<file path="src/rtl/gf180mcu_fd_sc_mcu9t5v0__dlyp_1.sv">
// Tapped delay line: DEPTH shift stages, a saturating fill counter and a clamped output tap.
// Optional GF180MCU_FD_SC_DLYP_BYPASS_EN adds a combinational BYP path from I to Z.
module gf180mcu_fd_sc_mcu9t5v0__dlyp_1 #(
  parameter int WIDTH = 1,
  parameter int DEPTH = 8,
  parameter int SELW  = $clog2(DEPTH)
) (
  input  logic             CLK,
  input  logic             RN,
  input  logic [WIDTH-1:0] I,
  input  logic             EN,
  input  logic             FLUSH,
  input  logic [SELW-1:0]  SEL,
`ifdef GF180MCU_FD_SC_DLYP_BYPASS_EN
  input  logic             BYP,
`endif
  output logic [WIDTH-1:0] Z,
  output logic             VLD
);

  localparam int FCW = $clog2(DEPTH + 1);
  localparam logic [FCW-1:0] FC_MAX = FCW'(DEPTH);

  logic [WIDTH-1:0] stage_q [DEPTH];
  logic [WIDTH-1:0] stage_d [DEPTH];
  logic [FCW-1:0]   fc_q;
  logic [FCW-1:0]   fc_d;
  logic [SELW-1:0]  tap;
  logic [WIDTH-1:0] z_tap;
  logic             vld_tap;

  always_comb begin
    if (FLUSH) begin
      stage_d[0] = '0;
    end else if (EN) begin
      stage_d[0] = I;
    end else begin
      stage_d[0] = stage_q[0];
    end
    for (int k = 1; k < DEPTH; k++) begin
      if (FLUSH) begin
        stage_d[k] = '0;
      end else if (EN) begin
        stage_d[k] = stage_q[k-1];
      end else begin
        stage_d[k] = stage_q[k];
      end
    end
  end

  // Counter saturates at DEPTH so VLD can never drop once the line is full.
  always_comb begin
    fc_d = fc_q;
    if (FLUSH) begin
      fc_d = '0;
    end else if (EN && (fc_q != FC_MAX)) begin
      fc_d = fc_q + 1'b1;
    end
  end

  always_ff @(posedge CLK or negedge RN) begin
    if (!RN) begin
      for (int k = 0; k < DEPTH; k++) begin
        stage_q[k] <= '0;
      end
      fc_q <= '0;
    end else begin
      for (int k = 0; k < DEPTH; k++) begin
        stage_q[k] <= stage_d[k];
      end
      fc_q <= fc_d;
    end
  end

  // SEL may exceed the last stage when DEPTH is not a power of two.
  always_comb begin
    if (int'(SEL) > DEPTH - 1) begin
      tap = SELW'(DEPTH - 1);
    end else begin
      tap = SEL;
    end
    z_tap   = stage_q[tap];
    vld_tap = (int'(fc_q) > int'(tap));
  end

`ifdef GF180MCU_FD_SC_DLYP_BYPASS_EN
  always_comb begin
    if (BYP) begin
      Z   = I;
      VLD = 1'b1;
    end else begin
      Z   = z_tap;
      VLD = vld_tap;
    end
  end
`else
  always_comb begin
    Z   = z_tap;
    VLD = vld_tap;
  end
`endif

endmodule

</file>
<file path="config.mk">
export PLATFORM = sky130hd
export DESIGN_NAME = gf180mcu_fd_sc_mcu9t5v0__dlyp_1
export DESIGN_NICKNAME = d
export VERILOG_FILES = /design/src/rtl/gf180mcu_fd_sc_mcu9t5v0__dlyp_1.sv
export SDC_FILE = /design/constraint.sdc
export NUM_CORES = 1
export LEC_CHECK = 0
export BUFFER_PORTS_ARGS = -buffer_cell sky130_fd_sc_hd__buf_2
export CAP_MARGIN = 20
export CORE_ASPECT_RATIO = 0.8
export CORE_MARGIN = 2
export CORE_UTILIZATION = 35
export DETAILED_ROUTE_END_ITERATION = 8
export PLACE_DENSITY = 0.57
export SLEW_MARGIN = 20
export SYNTH_ARGS = -nofsm -noshare
export SYNTH_HDL_FRONTEND = slang
export SYNTH_SLANG_ARGS = --single-unit
</file>
<file path="constraint.sdc">
create_clock -name CLK -period 1.5 [get_ports CLK]
set_input_delay 0.15 -clock CLK [delete_from_list [all_inputs] [get_ports CLK]]
set_output_delay 0.15 -clock CLK [all_outputs]
set_load 0.1 [all_outputs]
</file>
=== Yosys cells after proc, flatten, opt, wreduce, memory -nomap -nowiden ===
Cells that the tools add are included.

* Bits in registers: 12
* Logic and storage cells: 38
* Output and inout port bits: 2

* $lt $le $gt $ge: 2
* Bitwise gates (word level): 1
* $add $sub $neg: 1
* Equal/unequal tests: 1
* Mux-type cells: 21
* Reductions and logical operators: 3

{| class="wikitable"
|+ Operators by type and width
! cell !! count
|-
| 1-bit two-way mux || 18
|-
| 4-bit two-way mux || 2
|-
| 4-bit by 1-bit adder with 4-bit output, second input constant || 1
|-
| 4-bit greater-or-equal comparator, second input constant || 1
|-
| 4-bit by 3-bit > comparator with 1-bit output || 1
|-
| 4-bit != test, second input constant || 1
|-
| 3-bit inverter with 4-bit output || 1
|-
| 2-bit nonzero test || 2
|-
| 1-bit binary-select mux with 3-bit select || 1
|-
| 1-bit logical AND || 1
|}

=== Logic depth before layout (Yosys ltp) ===
Gate-level depths: netlist of the first run.

* Word-level depth: 4
* Gate-level depth with buffers: 5
* Gate-level depth less buffers: 5

=== Worst setup path after synthesis of the first run ===
OpenSTA, ideal clock, no wires.

* Kind: reg2out
* Start point: register fc_q[1]
* End point: output port VLD
* Arrival time: 1.537 ns
* Cell stages (with the launch flop): 5
* Data required time: 1.350 ns
* Path buffers: 0
* Path slack: -0.187 ns
* Path through: dfrtp_1 > ha_1 > nor2b_1 > o211ai_1 > nand2_1

* Longest elaborated chain between the ends: 1

{| class="wikitable"
|+ Ends and longest elaborated chain
! item !! RTL line !! RTL
|-
| from (decl) || 26 || <nowiki>logic [FCW-1:0] fc_q;</nowiki>
|-
| from (signal assigned) || 66 || <nowiki>fc_q <= '0;</nowiki>
|-
| from (signal assigned) || 71 || <nowiki>fc_q <= fc_d;</nowiki>
|-
| 4-bit by 3-bit > comparator with 1-bit output || 83 || <nowiki>vld_tap = (int'(fc_q) > int'(tap));</nowiki>
|-
| to (decl) || 18 || <nowiki>output logic VLD</nowiki>
|}

No other way between the ends.

=== Worst setup path after layout of the first run ===
Same ends and word-level chain as after synthesis.

==> out/qor.yml, run 1 <==
final_nets: 103
drive_above_1_share_pct: 39.3
htree_levels: 1
total_power_uw: 738
drc_errors: 0
setup_slack_ns: -0.179
place_area_um2: 805
path_cells: "ha_4 > nor2b_1 > o211ai_1 > nand2_2 > buf_12"
synthTopCellsByArea: "dfrtp_1 44%, mux2i_1 13%, ha_1 9.2%"
hold_viol: 0
top_level_ports: 10
ys_types: 19
fp-row-count: 14
yosys.area.top_type: "dfrtp_1"
status: "finished with violations"
ys_seq_elements: 12
wire_per_inst_um: 12.0
cts_root_buf: "clkbuf_4"
cap_violations: 0
cts_num_sinks: 12
cp-start-kind: "flip-flop"
cp.required_ns: 1.35
met1_usage_pct: 20.4
max_slew_margin_pct: 81.9
synth_top_area_share_pct: 44.0
p_seq_share_pct: 46.0
fmax_mhz: 595
p_comb_share_pct: 20.9
grt_overflow: 0
synthCells: 64
fin_worst_skew_ns: 0.000683
syn2layout_area_growth_pct: 37.2
drtIter0Drc: 10
core-area_mm2: 0.00186
met3_usage_pct: 2.07
reg2reg_setup_slack_ns: 0.04
failed_checks: "setup timing"
slew_viol_final: 0
crit_type: "reg2out"
p_int_uw: 548
track_usage_pct: 13.0
synth_flop_cell: "dfrtp_1"
clock_path_buffers: 2
ant_nets: 0
num_vias: 535
drt_wl_total_mm: 1.36
antenna_found_initial: 0
hold_path.class: "in2reg"
dr.pass1.iters: 3
timing.final.crit_share_pct: 112
die_x_um: 53.4
fp.dieH_um: 43.5
portBuffers: 9
grt_max_degree: 15
clk_pin_slew_worst_paths_ns: 0.07
globalplace.congestion: 0.776
dp_slack_ns: 0.0319
grt_setup_unrepaired: "yes"
syn_nets: 77
yosysWarnings: 0
tightest_slew_ns: 0.272
cellLeakagePower_uw: 0.000482
switching_share_pct: 25.7
path_buf_inv: 1
syn_area_um2: 683
place_hpwl_um: 905
cp-end-kind: "primary output"
slowest_stage: "dfrtp_1"
initial_core_util_pct: 36.8
synth.avg_cell_area_um2: 10.7
dieArea_mm2: 0.00232
synth_edf_count: 0
antennaDiodeCount: 0
cpPeakStageDelay_ns: 0.44
stdcell_area_um2: 937
power_density_mw_per_mm2: 787
period_needed_ns: 1.68
p_clk_share_pct: 33.1
async_flop_share_pct: 100
seq_area_frac_synth_pct: 44.0
crit_arrival_ns: 1.53
p_switching_uw: 189
viasPerCell: 4.73
cts_tree: "done"
finalSetupViolCount: 2
met2_usage_pct: 17.3
final_util_pct: 50.5
grt-busiest-layer: "met1"
clock_latency_ns: 0.26
numCtsBuffers: 3
crit_fanout: 2
ir_drop_v: 0.000455
grt_pass1_wl_mm: 2.13
path_delay_family: "flip-flops"
grt_pass1_vias: 470
[sequential cells by signal (all words and copies together) (netlist names)]
signal / cells
fc_q: 4
stage_q: 8
[synthesized netlist by cell type (all sizes together), types with 2 or more instances]
master and n:
ha 5, nand2b 2, nand2 7, dfrtp 12
mux2i 9, mux4 2, inv 4, a21oi 2
nor2 11
[metrics by stage]
step / TNS, ns / cells / hold slack [ns]
6_report: -0.267 / 113 / 0.141
3_5_place_dp: 0 / 100 / 0.0413
4_1_cts: -0.318 / 112 / 0.145
2_1_floorplan: 0 / 64 / -0.146
5_1_grt: -0.438 / 113 / 0.169
3_3_place_gp: 0 / 100 / 0.0420
[power by group through the flow]
stage	Combinational [uW]	Clock [uW]	Sequential, uW
2_1_floorplan	82.2	0	344
3_3_place_gp	133	0	345
3_5_place_dp	134	0	345
4_1_cts	150	256	337
5_1_grt	170	278	340
6_report	154	244	339
[metal layers]
layer / up-vias / wire (um) / part of all wire [%]
li1: 270 / - / -
met1: 255 / 672 / 50
met2: 8 / 610 / 45
met3: 2 / 57 / 4.2
met4: 0 / 14 / 1.0
met5: - / 0 / 0
[cell usage in the layout (no fill, tap or decap), types with 2 or more instances in the layout]
master	n
nand2b_1	2
inv_1	3
nand2_2	3
nor2_1	11
mux2i_1	9
dfrtp_1	12
buf_2	7
mux4_2	2
clkbuf_4	3
buf_12	2
nand2_1	4
buf_4	13
ha_1	4
[what timing repair did]
item / 4_1_cts / 5_1_grt
endpoints found under the hold margin: 12 / 0
pin swaps: 3 / 2
gates resized for setup: 7 / 3
setup endpoints to repair: 2 / 2
buffers inserted: 7 / 1
hold buffers: 1 / 0
[worst min-delay path, stage by stage]
cell and delay (ns):
buf_2 0.08, mux2i_1 0.06, nor2_1 0.08
[final cells by class]
class | instances | area [um2]
Multi-Input combinational cell | 46 | 373
Tap cell | 24 | 30.0
Clock buffer | 4 | 36.3
Fill cell | 184 | 920
Inverter | 4 | 15.0
Timing Repair Buffer | 23 | 183
Sequential cell | 12 | 300
[cell families after synthesis]
family	Yosys count	share of synthesized area [%]
multiplexers	12	22.5
flip-flops	12	44.0
buffers and inverters	6	3.85
adder cells (fa/ha/maj)	5	9.16
AND/OR/NAND/NOR	24	15.6
AO/OA/AOI/OAI	4	3.66
XOR/XNOR	1	1.28
[worst paths after layout]
check | start | endpoint | depth (start not counted)
min in group asynchronous | RN | fc_q[1]$_DFFE_PN0P_ | 2
max reg2reg | fc_q[1]$_DFFE_PN0P_ | fc_q[0]$_DFFE_PN0P_ | 6
min reg2reg | stage_q[0]$_DFFE_PN0P_ | stage_q[0]$_DFFE_PN0P_ | 2
max in group asynchronous | RN | stage_q[0]$_DFFE_PN0P_ | 2
min | I | stage_q[7]$_DFFE_PN0P_ | 3
max | fc_q[1]$_DFFE_PN0P_ | VLD | 5
Power figures use the tool's default switching activity.
==> inputs of run 2 (changes only) <==
Settings changed: BUFFER_PORTS_ARGS -buffer_cell sky130_fd_sc_hd__buf_2 to default, DONT_BUFFER_PORTS from default to 1, PLACE_DENSITY 0.57 to 0.53.
==> run 2 against run 1 <==
Net effect: the flow still finishes with violations (setup timing); hold slack got worse by 0.11 ns; global-route usage rose by 0.90 points; fmax barely moved; clock skew rose by 0.0055 ns; first-iteration DRC count rose by 100%; final area fell by 5.1%; via count fell by 8.2%; flip-flop and latch count did not move; utilization fell by 2.6 points; clock-buffer cell count did not move; critical endpoint unchanged; combinational power fell by 8%; non-clock buffer count fell by 11.
==> out/qor.yml, run 2 (synthesis gave the netlist of run 1 again) <==
crit_type: "reg2out"
grt_setup_unrepaired: "yes"
globalplace.congestion: 0.749
clock_path_buffers: 2
ir_drop_v: 0.000520
drc_errors: 0
reg2reg_to: "fc_q[0]$_DFFE_PN0P_"
fmax_mhz: 596
grt_pass1_vias: 489
cts_tree: "done"
largest_reg_flops: 8
cp.required_ns: 1.35
dr.pass1.iters: 4
final_nets: 92
final_util_pct: 47.9
clk_pin_slew_worst_paths_ns: 0.08
hold_depth: 2
regMostFlops: "stage_q"
track_usage_pct: 13.9
place_hpwl_um: 903
numCtsBuffers: 3
cp-end-kind: "primary output"
crit_fanout: 2
antennaDiodeCount: 0
ant_nets: 0
finalSetupViolCount: 2
drtIter0Drc: 20
status: "finished with violations"
place_area_um2: 762
die_x_um: 53.4
max_slew_margin_pct: 64.0
drive_above_1_share_pct: 33.3
cap_violations: 0
cts_num_sinks: 12
cellLeakagePower_uw: 0.000439
dp_slack_ns: 0.0682
fp.dieH_um: 43.5
fin_worst_skew_ns: 0.00617
htree_levels: 1
seq_area_um2: 300
ff2ff_path_depth: 6
cts_root_buf: "clkbuf_4"
hold_viol: 0
cp-start-kind: "flip-flop"
reg2reg_from: "fc_q[1]$_DFFE_PN0P_"
fillers: 195
power_density_mw_per_mm2: 837
crit_arrival_ns: 1.53
num_vias: 491
total_power_uw: 745
timing.final.crit_share_pct: 112
layout_commonest_cell: "dfrtp_1"
hp-start: "I"
syn2layout_area_growth_pct: 30.2
top_regs: "stage_q x8, fc_q x4"
core-area_mm2: 0.00186
grt_overflow: 0
layout_common_cells: "12 x dfrtp_1, 11 x nor2_1, 9 x mux2i_1"
stdcell_area_um2: 890
multi_input_area_um2: 388
drt_wl_total_mm: 1.33
top_level_ports: 10
wire_per_inst_um: 13.0
hold_path.class: "in2reg"
initial_core_util_pct: 36.8
portBuffers: 0
antenna_found_initial: 0
slew_viol_final: 0
failed_checks: "setup timing"
viasPerCell: 4.81
setup_slack_ns: -0.179
reg2reg_setup_slack_ns: 0.03
period_needed_ns: 1.68
holdPathEnd: "stage_q[7]$_DFFE_PN0P_"
dieArea_mm2: 0.00232
clock_latency_ns: 0.28
fp-row-count: 14
grt_max_degree: 13
tightest_slew_ns: 0.539
grt_pass1_wl_mm: 2.24
## run 2: cell count changes in the layout (fill, tap and decap cells not counted), sizes merged
cell	delta
buf	-12
dlygate4sd3	+1
## run 2: metal layers
layer  share of wire (%)  wire (um)  vias up  GRT usage [%]
met5                   0          0        -              0
met4                0.30          4        0           4.62
met3                 6.0         79        2           6.21
met2                  44        578       11           19.0
met1                  50        663      233           19.6
li1                    -          -      245              -
## run 2: final cells by class
cell class                 count  share of cell area, %
multi-input combinational     46                   43.6
timing repair buffer          12                   13.5
sequential                    12                   33.8
inverter                       4                   1.69
clock buffer                   4                   4.08
tap                           24                   3.38
## run 2: how the worst max path moves through the flow
| stage | startpoint | to | slack [ns] | cells after the start |
|---|---|---|---|---|
| 2_1_floorplan | fc_q[1]$_DFFE_PN0P_ | VLD | 0.03 | 4 |
| 3_3_place_gp | fc_q[1]$_DFFE_PN0P_ | VLD | 0.1 | 5 |
| 3_5_place_dp | fc_q[1]$_DFFE_PN0P_ | VLD | 0.07 | 5 |
| 4_1_cts | fc_q[1]$_DFFE_PN0P_ | VLD | -0.19 | 5 |
| 5_1_grt | fc_q[1]$_DFFE_PN0P_ | VLD | -0.23 | 5 |
| 6_report | fc_q[1]$_DFFE_PN0P_ | VLD | -0.18 | 5 |
## run 2: timing repair
action                     in CTS  in global routing
pin swaps                       0                  4
resized for setup               2                  7
setup endpoints to repair       2                  2
hold buffers                    2                  0
setup buffers                   6                  0
hold endpoints to repair       22                  0
## run 2: report_power, final
group,total (uW),internal [uW],switching (uW)
logic,142,66.6,75.3
registers,338,332,6.36
clock network,265,148,117
total,745,546,199
## run 2: stage by stage
stage / setup TNS (ns) / hold WS, ns / std cells
floorplan: 0 / -0.146 / 64
global placement: 0 / -0.145 / 90
detailed placement: 0 / -0.145 / 90
CTS: -0.311 / 0.0223 / 102
global route: -0.404 / 0.0309 / 102
finish: -0.279 / 0.0294 / 102
## run 2: critical path, stage by stage, from the launching register on
cell,delay [ns]
dfrtp_1,0.42
ha_4,0.23
nor2b_4,0.12
o211ai_1,0.21
nand2_2,0.10
buf_12,0.17
